## config.mk

```make
export PLATFORM = sky130hd
export DESIGN_NAME = spi_mem_arbiter
export DESIGN_NICKNAME = d
export VERILOG_FILES = /design/src/rtl/spi_mem_arbiter.sv
export SDC_FILE = /design/constraint.sdc
export NUM_CORES = 1
export LEC_CHECK = 0
export ABC_CLOCK_PERIOD_IN_PS = 2530
export CAP_MARGIN = 20
export CORE_ASPECT_RATIO = 1.5
export CORE_MARGIN = 2
export CORE_UTILIZATION = 48
export CTS_BUF_LIST = sky130_fd_sc_hd__clkbuf_2 sky130_fd_sc_hd__clkbuf_4 sky130_fd_sc_hd__clkbuf_8
export CTS_CLUSTER_DIAMETER = 30
export DETAILED_ROUTE_END_ITERATION = 7
export PLACE_DENSITY = 0.95
export SYNTH_ARGS = -nofsm -noshare
export SYNTH_HDL_FRONTEND = slang
export SYNTH_SLANG_ARGS = --single-unit
```

## constraint.sdc

```tcl
create_clock -name clk -period 2.53 [get_ports clk]
set_clock_uncertainty 0.15 [all_clocks]
set_input_delay 0.253 -clock clk [delete_from_list [all_inputs] [get_ports clk]]
set_output_delay 0.253 -clock clk [all_outputs]
set_load 0.005 [all_outputs]
```

## src/rtl/spi_mem_arbiter.sv

```systemverilog
// Shares one SPI memory engine between the instruction-fetch port (ROM) and the
// data port (RAM): arbitrates, latches the winner, steers chip-select, acks once.
module spi_mem_arbiter #(
    parameter int          ADDR_W         = 16,
    parameter int          TIMEOUT_CYCLES = 1024,
    parameter logic [7:0]  ABORT_DATA     = 8'hFF
) (
    input  logic              clk,
    input  logic              rst_n,
    input  logic              fetch_req,
    input  logic [ADDR_W-1:0] fetch_addr,
    output logic              fetch_ack,
    output logic [7:0]        fetch_data,
    input  logic              data_req,
    input  logic              data_we,
    input  logic [ADDR_W-1:0] data_addr,
    input  logic [7:0]        data_wdata,
    output logic              data_ack,
    output logic [7:0]        data_rdata,
    output logic              spi_start,
    output logic              spi_write,
    output logic [ADDR_W-1:0] spi_addr,
    output logic [7:0]        spi_wdata,
    input  logic              spi_done,
    input  logic [7:0]        spi_rdata,
    input  logic              spi_cs,
    output logic              cs_rom,
    output logic              cs_ram,
    output logic              busy,
    output logic              timeout_err
);

    localparam int              CNT_W    = $clog2(TIMEOUT_CYCLES);
    localparam logic [CNT_W-1:0] CNT_LAST = CNT_W'(TIMEOUT_CYCLES - 1);

    typedef enum logic [1:0] {IDLE, WAIT, RESP} state_t;
    typedef enum logic       {G_FETCH, G_DATA}  port_t;

    state_t            state, next_state;
    port_t             grant, last_grant, winner;
    logic              take_grant, capture_done, abort;
    logic [CNT_W-1:0]  cnt;
    logic [ADDR_W-1:0] addr_q;
    logic [7:0]        wdata_q, rdata_q;
    logic              write_q;

    always_ff @(posedge clk or negedge rst_n) begin
        if (!rst_n) state <= IDLE;
        else        state <= next_state;
    end

    always_comb begin
        next_state   = state;
        take_grant   = 1'b0;
        winner       = last_grant;
        capture_done = 1'b0;
        abort        = 1'b0;
        case (state)
            IDLE: begin
                if (fetch_req || data_req) begin
                    take_grant = 1'b1;
                    next_state = WAIT;
                    // On a tie the port that did not win last time goes first.
                    if (fetch_req && data_req)
                        winner = (last_grant == G_FETCH) ? G_DATA : G_FETCH;
                    else
                        winner = fetch_req ? G_FETCH : G_DATA;
                end
            end
            WAIT: begin
                if (spi_done) begin
                    capture_done = 1'b1;
                    next_state   = RESP;
                end else if (cnt == CNT_LAST) begin
                    abort      = 1'b1;
                    next_state = RESP;
                end
            end
            RESP:    next_state = IDLE;
            default: next_state = IDLE;
        endcase
    end

    always_ff @(posedge clk or negedge rst_n) begin
        if (!rst_n) begin
            grant       <= G_FETCH;
            last_grant  <= G_DATA;
            addr_q      <= '0;
            wdata_q     <= '0;
            write_q     <= 1'b0;
            rdata_q     <= '0;
            cnt         <= '0;
            timeout_err <= 1'b0;
        end else begin
            if (take_grant) begin
                grant      <= winner;
                last_grant <= winner;
                if (winner == G_DATA) begin
                    addr_q  <= data_addr;
                    write_q <= data_we;
                    wdata_q <= data_wdata;
                end else begin
                    addr_q  <= fetch_addr;
                    write_q <= 1'b0;
                    wdata_q <= '0;
                end
            end
            if (state == RESP) grant <= G_FETCH;
            if (capture_done) rdata_q <= spi_rdata;
            if (abort) begin
                rdata_q     <= ABORT_DATA;
                timeout_err <= 1'b1;
            end
            if (state == WAIT && next_state == WAIT)
                cnt <= (cnt == CNT_LAST) ? cnt : cnt + 1'b1;
            else
                cnt <= '0;
        end
    end

    // Start is decoded from state so an async reset drops it immediately.
    assign spi_start  = (state == WAIT);
    assign spi_write  = write_q;
    assign spi_addr   = addr_q;
    assign spi_wdata  = wdata_q;
    assign busy       = (state != IDLE);

    assign fetch_ack  = (state == RESP) && (grant == G_FETCH);
    assign data_ack   = (state == RESP) && (grant == G_DATA);
    assign fetch_data = fetch_ack ? rdata_q : 8'h00;
    assign data_rdata = (data_ack && !write_q) ? rdata_q : 8'h00;

    assign cs_rom = (busy && grant == G_FETCH) ? spi_cs : 1'b1;
    assign cs_ram = (busy && grant == G_DATA)  ? spi_cs : 1'b1;

endmodule
```

==> results of run 1 <==
state kept, by name, summed over array words and instances (netlist names):
register,cells
cnt,10
grant,1
last_grant,1
rdata_q,8
spi_addr,16
spi_wdata,8
spi_write,1
state,2
timeout_err,1
how the worst max path moves through the flow:
stage,startpoint,endpoint,cells after the start
6_report,state[0]$_DFF_PN0_,fetch_data[6],4
5_1_grt,state[0]$_DFF_PN0_,data_rdata[2],4
4_1_cts,state[1]$_DFF_PN0_,data_rdata[4],4
3_5_place_dp,state[1]$_DFF_PN0_,data_rdata[4],4
3_3_place_gp,state[0]$_DFF_PN0_,data_rdata[6],4
2_1_floorplan,state[0]$_DFF_PN0_,spi_addr[10]$_DFFE_PN0P_,6
stage by stage:
step	std cells	total power, W	cell area [µm²]	setup WS (ps)
floorplan	260	0.00226	2550	828
global placement	413	0.00298	3570	347
detailed placement	413	0.00304	3570	208
CTS	422	0.00352	3680	35.8
global route	422	0.00378	3680	24.0
finish	422	0.00351	3680	165
routing by layer:
| metal | part of all wire, % | track usage (%) |
|---|---|---|
| met1 | 37 | 27.3 |
| met3 | 8.6 | 8.42 |
| met2 | 53 | 43.9 |
| met4 | 1.7 | 8.33 |
| met5 | 0 | 0 |
kinds of logic after synthesis:
family,count (synthesis)
compound gates,103
xor+xnor,3
fa+ha+maj,1
buf+inv,30
flops,48
mux,1
simple gates,74
worst max-delay path, delay by kind of cell, from the launching register on:
family / cells / cell delay (ps)
AND/OR/NAND/NOR: 3 / 660
buffers and inverters: 1 / 500
flip-flops: 1 / 500
final cells by class:
type                       instances  area share (%)
clock buffer                       7            2.28
clock inverter                     1           0.136
inverter                           6           0.611
multi-input combinational        182            32.7
sequential                        48            32.7
tap                               68            2.31
timing repair buffer             110            29.3
power groups by stage:
stage	combinational, W	sequential, W	clock (W)
2_1_floorplan	0.00102	0.00124	0
3_3_place_gp	0.00165	0.00133	0
3_5_place_dp	0.00170	0.00134	0
4_1_cts	0.00171	0.00133	0.000474
5_1_grt	0.00189	0.00139	0.000503
6_report	0.00170	0.00134	0.000464
layout by cell type (no fill, tap or decap), types with 2 or more instances in the layout:
master and n:
sky130_fd_sc_hd__a21oi_1 28, sky130_fd_sc_hd__o211ai_2 10, sky130_fd_sc_hd__o211ai_1 22, sky130_fd_sc_hd__xor2_1 2, sky130_fd_sc_hd__nor2_1 14, sky130_fd_sc_hd__dfrtp_1 46, sky130_fd_sc_hd__nand4_1 2, sky130_fd_sc_hd__nor3b_2 2
sky130_fd_sc_hd__o31ai_1 2, sky130_fd_sc_hd__inv_1 6, sky130_fd_sc_hd__clkdlybuf4s50_1 101, sky130_fd_sc_hd__or3_1 6, sky130_fd_sc_hd__nand3_1 13, sky130_fd_sc_hd__o2bb2ai_1 9, sky130_fd_sc_hd__o22ai_1 8, sky130_fd_sc_hd__nand2_1 7
sky130_fd_sc_hd__clkbuf_4 2, sky130_fd_sc_hd__a31oi_1 16, sky130_fd_sc_hd__o21ai_0 4, sky130_fd_sc_hd__clkbuf_8 5, sky130_fd_sc_hd__nor2_2 2, sky130_fd_sc_hd__buf_4 7, sky130_fd_sc_hd__and2_1 16
repair_timing:
item | in CTS | in global routing
hold endpoints to repair | 23 | 0
setup endpoints to repair | 9 | 8
hold buffers | 1 | 0
gates resized for setup | 2 | 2
==> run summary, run 1 <==
Worst endpoint data arrival time - 1960 ps
YS warnings - 0
Cell taking the most area after synthesis - sky130_fd_sc_hd__dfrtp_1
Sw Pwr - 0.00132 W
Remaining global-route overflow - 0
Post-Syn Area per Cell - 9.83 µm²
Class of the most critical hold timing path - in2async
Worst-path maximum fanout - 10
Setup Total Neg Slack - 0 ps
Part of the total power dissipated in the clock network - 13.2%
Maximum number of pins on one net before global-route repair - 26
Number of antenna violations at the first check in global routing - 0
Share of the clock period used by the worst path after layout - 93.5%
Sequential share of power - 38.2%
Required time worst endpoint - 2130 ps
Worst slew pin tran - 822 ps
Final max-slew violation count - 0
Die width - 63.6 µm
DRC violation count after routing - 0
Type of origin of the critical path - flop
Setup repair after global routing missed its margin - false
Register area - 1200 µm²
Share of power burned in combinational logic - 48.6%
First-pass detailed-route iteration total - 4
Number of H-tree branching levels - 2
Post-synth top cells - sky130_fd_sc_hd__dfrtp_1, sky130_fd_sc_hd__a21oi_1, sky130_fd_sc_hd__o211ai_1
Final wirelength - 6810 µm
Fraction of the mapped netlist area in simple logic gates - 16.5%
P_int - 0.00218 W
Cell Chain, Critical Path - nand2b_1 -> nor2_2 -> and2_1 -> clkdlybuf4s50_1
Flop-to-flop setup slack - 340 ps
Number of cells produced by synthesis - 260
Half-perimeter wire length of the detailed placement result - 5090 µm
Power Density - 952 nW/µm²
Root buffer cell - sky130_fd_sc_hd__clkbuf_8
Final core utilization - 71.9%
Syn_nets - 316
Effective utilization at floorplan - 49.9%
Status - finished clean
Die Footprint - 5930 µm²
Syn-to-layout area delta - 44.2%
Slew headroom - 45.2%
Max-cap violation count - 0
Cell Area, Synth - 2550 µm²
Number of diodes added for antenna fixing - 0
Multiplexer share of the synthesized area - 0.392%
Leakage dissipation - 1.41 nW
Post-CTS setup buffer count - 0
Max rail drop VDD - 0.000568 V
Core Box Area - 5120 µm²
Detailed-route via count - 2398
Xor-xnor portion of the synthesized cell area - 1.03%
Number of synthesized flops with an enable pin - 0
Number of top-level pins - 103
Fraction of the yosys area taken by sequential cells - 47.1%
Die boundary height - 93.4 µm
Vias per Instance - 5.68
Area taken by multi-input logic gates - 1200 µm²
Number of CTS-inserted buffers - 5
Async SR Flop Fraction - 100%
Sink Count - 48
Crit-path max cell delay - 500 ps
Total routing usage reported by global routing - 24.7%
CP max-delay cell - sky130_fd_sc_hd__dfrtp_1
Initial detailed-routing violation count - 74
Flip-flop and latch count after synthesis - 48
Cell types with the largest area share after synthesis - sky130_fd_sc_hd__dfrtp_1, sky130_fd_sc_hd__o211ai_1, sky130_fd_sc_hd__a21oi_1
First-pass GRT wire length - 11600 µm
Worst hold slack - 310 ps
Switching power share of the total - 37.7%
Routed length per instance - 16.1 µm
Final setup viols - 0
Number of distinct standard cells referenced by the synthesized netlist - 43
Critical R2R Capture - spi_addr[15]$_DFFE_PN0P_
Post-layout net count - 409
Kind of critical path - reg2out
Clock insertion delay at the later pin of the skew report - 310 ps
Final hold violations - 0
Largest family of logic cells by synthesized area - compound AO/OA/AOI/OAI gates
Post-route minimum period - 2370 ps
Peak clock frequency supported by timing - 0.423 GHz
Fraction of layout instances using a drive strength above 1 - 9.89%
Fill cell instance count of the final layout - 397
Gp weighted congestion - 0.799
Area share of fa/ha/maj cells after synthesis - 0.490%
CTS clk-pin slew, worst paths - 90 ps
Synth Area in Compound Gates - 28.3%
Vias in the first global route - 2434
Remaining number of nets flagged by the antenna check after routing - 0
TritonCTS clock tree - built
Area share of the largest cell type after synthesis - 46.0%
Prevailing post-synth register cell - sky130_fd_sc_hd__dfrtp_1
Most instantiated library cell after synthesis - sky130_fd_sc_hd__dfrtp_1
Cell Rows - 32
Number of I/O port buffers - 102
Worst-case clock buffer depth - 2
Critical R2R Launch - state[0]$_DFF_PN0_
Element type at the critical path end - output port
Worst r2r path cells - 3
(Power assumes the default switching activity.)
==> run 2, diff against run 1 <==
--- a/config.mk
+++ b/config.mk
@@ -14,6 +14,7 @@
 export CTS_CLUSTER_DIAMETER = 30
 export DETAILED_ROUTE_END_ITERATION = 7
 export PLACE_DENSITY = 0.95
+export SETUP_SLACK_MARGIN = 0.5
 export SYNTH_ARGS = -nofsm -noshare
 export SYNTH_HDL_FRONTEND = slang
 export SYNTH_SLANG_ARGS = --single-unit
==> run summary, run 2 (synthesis results as in run 1) <==
Status - finished clean
Fill cell instance count of the final layout - 329 (-17%)
Final wirelength - 7910 µm (+16%)
Sink Count - 48 (unchanged)
Worst-case clock buffer depth - 2 (unchanged)
Total routing usage reported by global routing - 24.9% (+0.21 points)
Routed length per instance - 17.6 µm (+9.2%)
Type of origin of the critical path - flop
Clock insertion delay at the later pin of the skew report - 310 ps (about the same)
Die boundary height - 93.4 µm (unchanged)
Final Power - 0.00390 W (+11%)
Worst slew pin tran - 594 ps (-228 ps)
CTS clk-pin slew, worst paths - 90 ps (about the same)
Remaining global-route overflow - 0 (unchanged)
DRC violation count after routing - 0 (unchanged)
Worst slack at placement - 208 ps (unchanged)
Max rail drop VDD - 0.000624 V (+9.9%)
Post-route minimum period - 2240 ps (-126 ps)
Number of antenna violations at the first check in global routing - 0 (unchanged)
Detailed-route via count - 2612 (+8.9%)
First-pass detailed-route iteration total - 5 (+1)
Share of power burned in combinational logic - 53.5% (+4.9 points)
Kind of critical path - reg2out
TritonCTS clock tree - built
Vias in the first global route - 2465 (+1.3%)
Post-layout net count - 436 (+6.6%)
Final max-slew violation count - 0 (unchanged)
Sw Pwr - 0.00148 W (+12%)
Cell Rows - 32 (unchanged)
Power Density - 985 nW/µm² (+3.4%)
Number of instances in the placed design - 413 (unchanged)
Setup Total Neg Slack - 0 ps (unchanged)
Class of the most critical hold timing path - in2async
P_int - 0.00242 W (+11%)
Core Box Area - 5120 µm² (unchanged)
Number of I/O port buffers - 102 (unchanged)
Most common library cell in the layout ignoring fill and taps - sky130_fd_sc_hd__clkdlybuf4s50_1
Gp weighted congestion - 0.799 (unchanged)
Slew headroom - 60.4% (+15 points)
Switching power share of the total - 37.9% (+0.18 points)
Element type at the critical path end - output port
Root buffer cell - sky130_fd_sc_hd__clkbuf_8
Flip-flop count of the largest register, all copies and words added - 16 (unchanged)
Worst hold slack - 310 ps (+0.170 ps)
Worst-path maximum fanout - 6 (-4)
Effective utilization at floorplan - 49.9% (unchanged)
Die width - 63.6 µm (unchanged)
Most frequent cells in the layout - sky130_fd_sc_hd__clkdlybuf4s50_1, sky130_fd_sc_hd__dfrtp_1, sky130_fd_sc_hd__buf_4, sky130_fd_sc_hd__a21oi_1, sky130_fd_sc_hd__o211ai_1
Number of H-tree branching levels - 2 (unchanged)
Worst Setup Slack, final - 290 ps (+126 ps)
Part of the total power dissipated in the clock network - 12.1% (-1.1 points)
Worst endpoint data arrival time - 1840 ps (-120 ps)
Die Footprint - 5930 µm² (unchanged)
Peak clock frequency supported by timing - 0.447 GHz (+5.6%)
First-pass GRT wire length - 11700 µm (+1.0%)
Required time worst endpoint - 2130 ps (about the same)
Remaining number of nets flagged by the antenna check after routing - 0 (unchanged)
Vias per Instance - 5.82 (+2.4%)
Share of the clock period used by the worst path after layout - 88.5% (-5.0 points)
Setup repair after global routing missed its margin - true
Fraction of layout instances using a drive strength above 1 - 18.6% (+8.7 points)
Final hold violations - 0 (unchanged)
Number of CTS-inserted buffers - 5 (unchanged)
Leakage dissipation - 1.63 nW (+16%)
Final setup viols - 0 (unchanged)
Worst r2r path cells - 6 (+3)
Syn-to-layout area delta - 54.8%
Initial detailed-routing violation count - 126 (+70%)
Maximum number of pins on one net before global-route repair - 26 (unchanged)
Max-cap violation count - 0 (unchanged)
Fin cells - 449 (+6.4%)
Number of diodes added for antenna fixing - 0 (unchanged)
Half-perimeter wire length of the detailed placement result - 5090 µm (unchanged)
Sequential share of power - 34.4% (-3.8 points)
Number of top-level pins - 103 (unchanged)
## run 2: cell count changes in the layout (fill, tap and decap cells not counted), sizes merged
| cell | before | now |
|---|---|---|
| inv | 6 | 5 |
| dlymetal6s2s | 0 | 5 |
| clkdlybuf4s50 | 101 | 93 |
| clkinvlp | 0 | 1 |
| clkbuf | 7 | 9 |
| buf | 8 | 35 |
| dlygate4sd2 | 0 | 1 |
## run 2: path summary, 6_finish.rpt
| path | start | endpoint | slack (ps) |
|---|---|---|---|
| max in group asynchronous | rst_n | grant$_DFFE_PN0P_ | 1160 |
| worst min register to register | timeout_err$_DFFE_PN0P_ | timeout_err$_DFFE_PN0P_ | 340 |
| worst max-delay path | grant$_DFFE_PN0P_ | data_rdata[5] | 290 |
| min in group clk | timeout_err$_DFFE_PN0P_ | timeout_err$_DFFE_PN0P_ | 340 |
| worst min-delay path | rst_n | spi_addr[15]$_DFFE_PN0P_ | 310 |
| worst max register to register | state[0]$_DFF_PN0_ | spi_addr[8]$_DFFE_PN0P_ | 500 |
## run 2: metrics by stage
| stage | utilization, % | instance area (µm²) |
|---|---|---|
| after floorplan | - | 2550 |
| after global placement | 69.7 | 3570 |
| after detailed placement | 69.7 | 3570 |
| after CTS | 72.7 | 3730 |
| after global routing | 77.2 | 3960 |
| final | 77.2 | 3960 |
## run 2: cell type report
class,count,area [µm²],share of cell area (%)
clock inverters,1,5.00,0.127
multi-input cells,182,1230,31.1
inverters,6,26.3,0.664
flip-flops and latches,48,1210,30.5
well taps,68,85.1,2.15
repair buffers,137,1320,33.3
clock buffers,7,83.8,2.12
## run 2: power by group through the flow
stage / registers (W) / logic, W / clock network [W]
6_report: 0.00134 / 0.00208 / 0.000472
5_1_grt: 0.00138 / 0.00226 / 0.000503
4_1_cts: 0.00132 / 0.00178 / 0.000474
3_5_place_dp: 0.00134 / 0.00170 / 0
3_3_place_gp: 0.00133 / 0.00165 / 0
2_1_floorplan: 0.00124 / 0.00102 / 0
## run 2: what timing repair did
action,4_1_cts,5_1_grt
resized for setup,11,18
hold endpoints to repair,23,0
setup endpoints to repair,38,32
hold buffers,1,0
setup buffers,5,22
pin swaps,4,2
## run 2: metal layers
layer  wire length [µm]  vias to the layer above  global-route usage (%)
met5                  0                        -                       0
met4                138                        0                    8.70
met1               2960                     1254                    27.6
li1                   -                     1213                       -
met3                646                       15                    8.54
met2               4160                      130                    44.0
## run 2: worst max-delay path, stage by stage (launching register included)
cell and delay [ps]:
sky130_fd_sc_hd__dfrtp_2 450, sky130_fd_sc_hd__and3b_1 200, sky130_fd_sc_hd__nor2b_4 150, sky130_fd_sc_hd__buf_4 140
sky130_fd_sc_hd__buf_6 100, sky130_fd_sc_hd__buf_6 100, sky130_fd_sc_hd__buf_6 100, sky130_fd_sc_hd__and2_1 150
sky130_fd_sc_hd__dlymetal6s2s_1 150
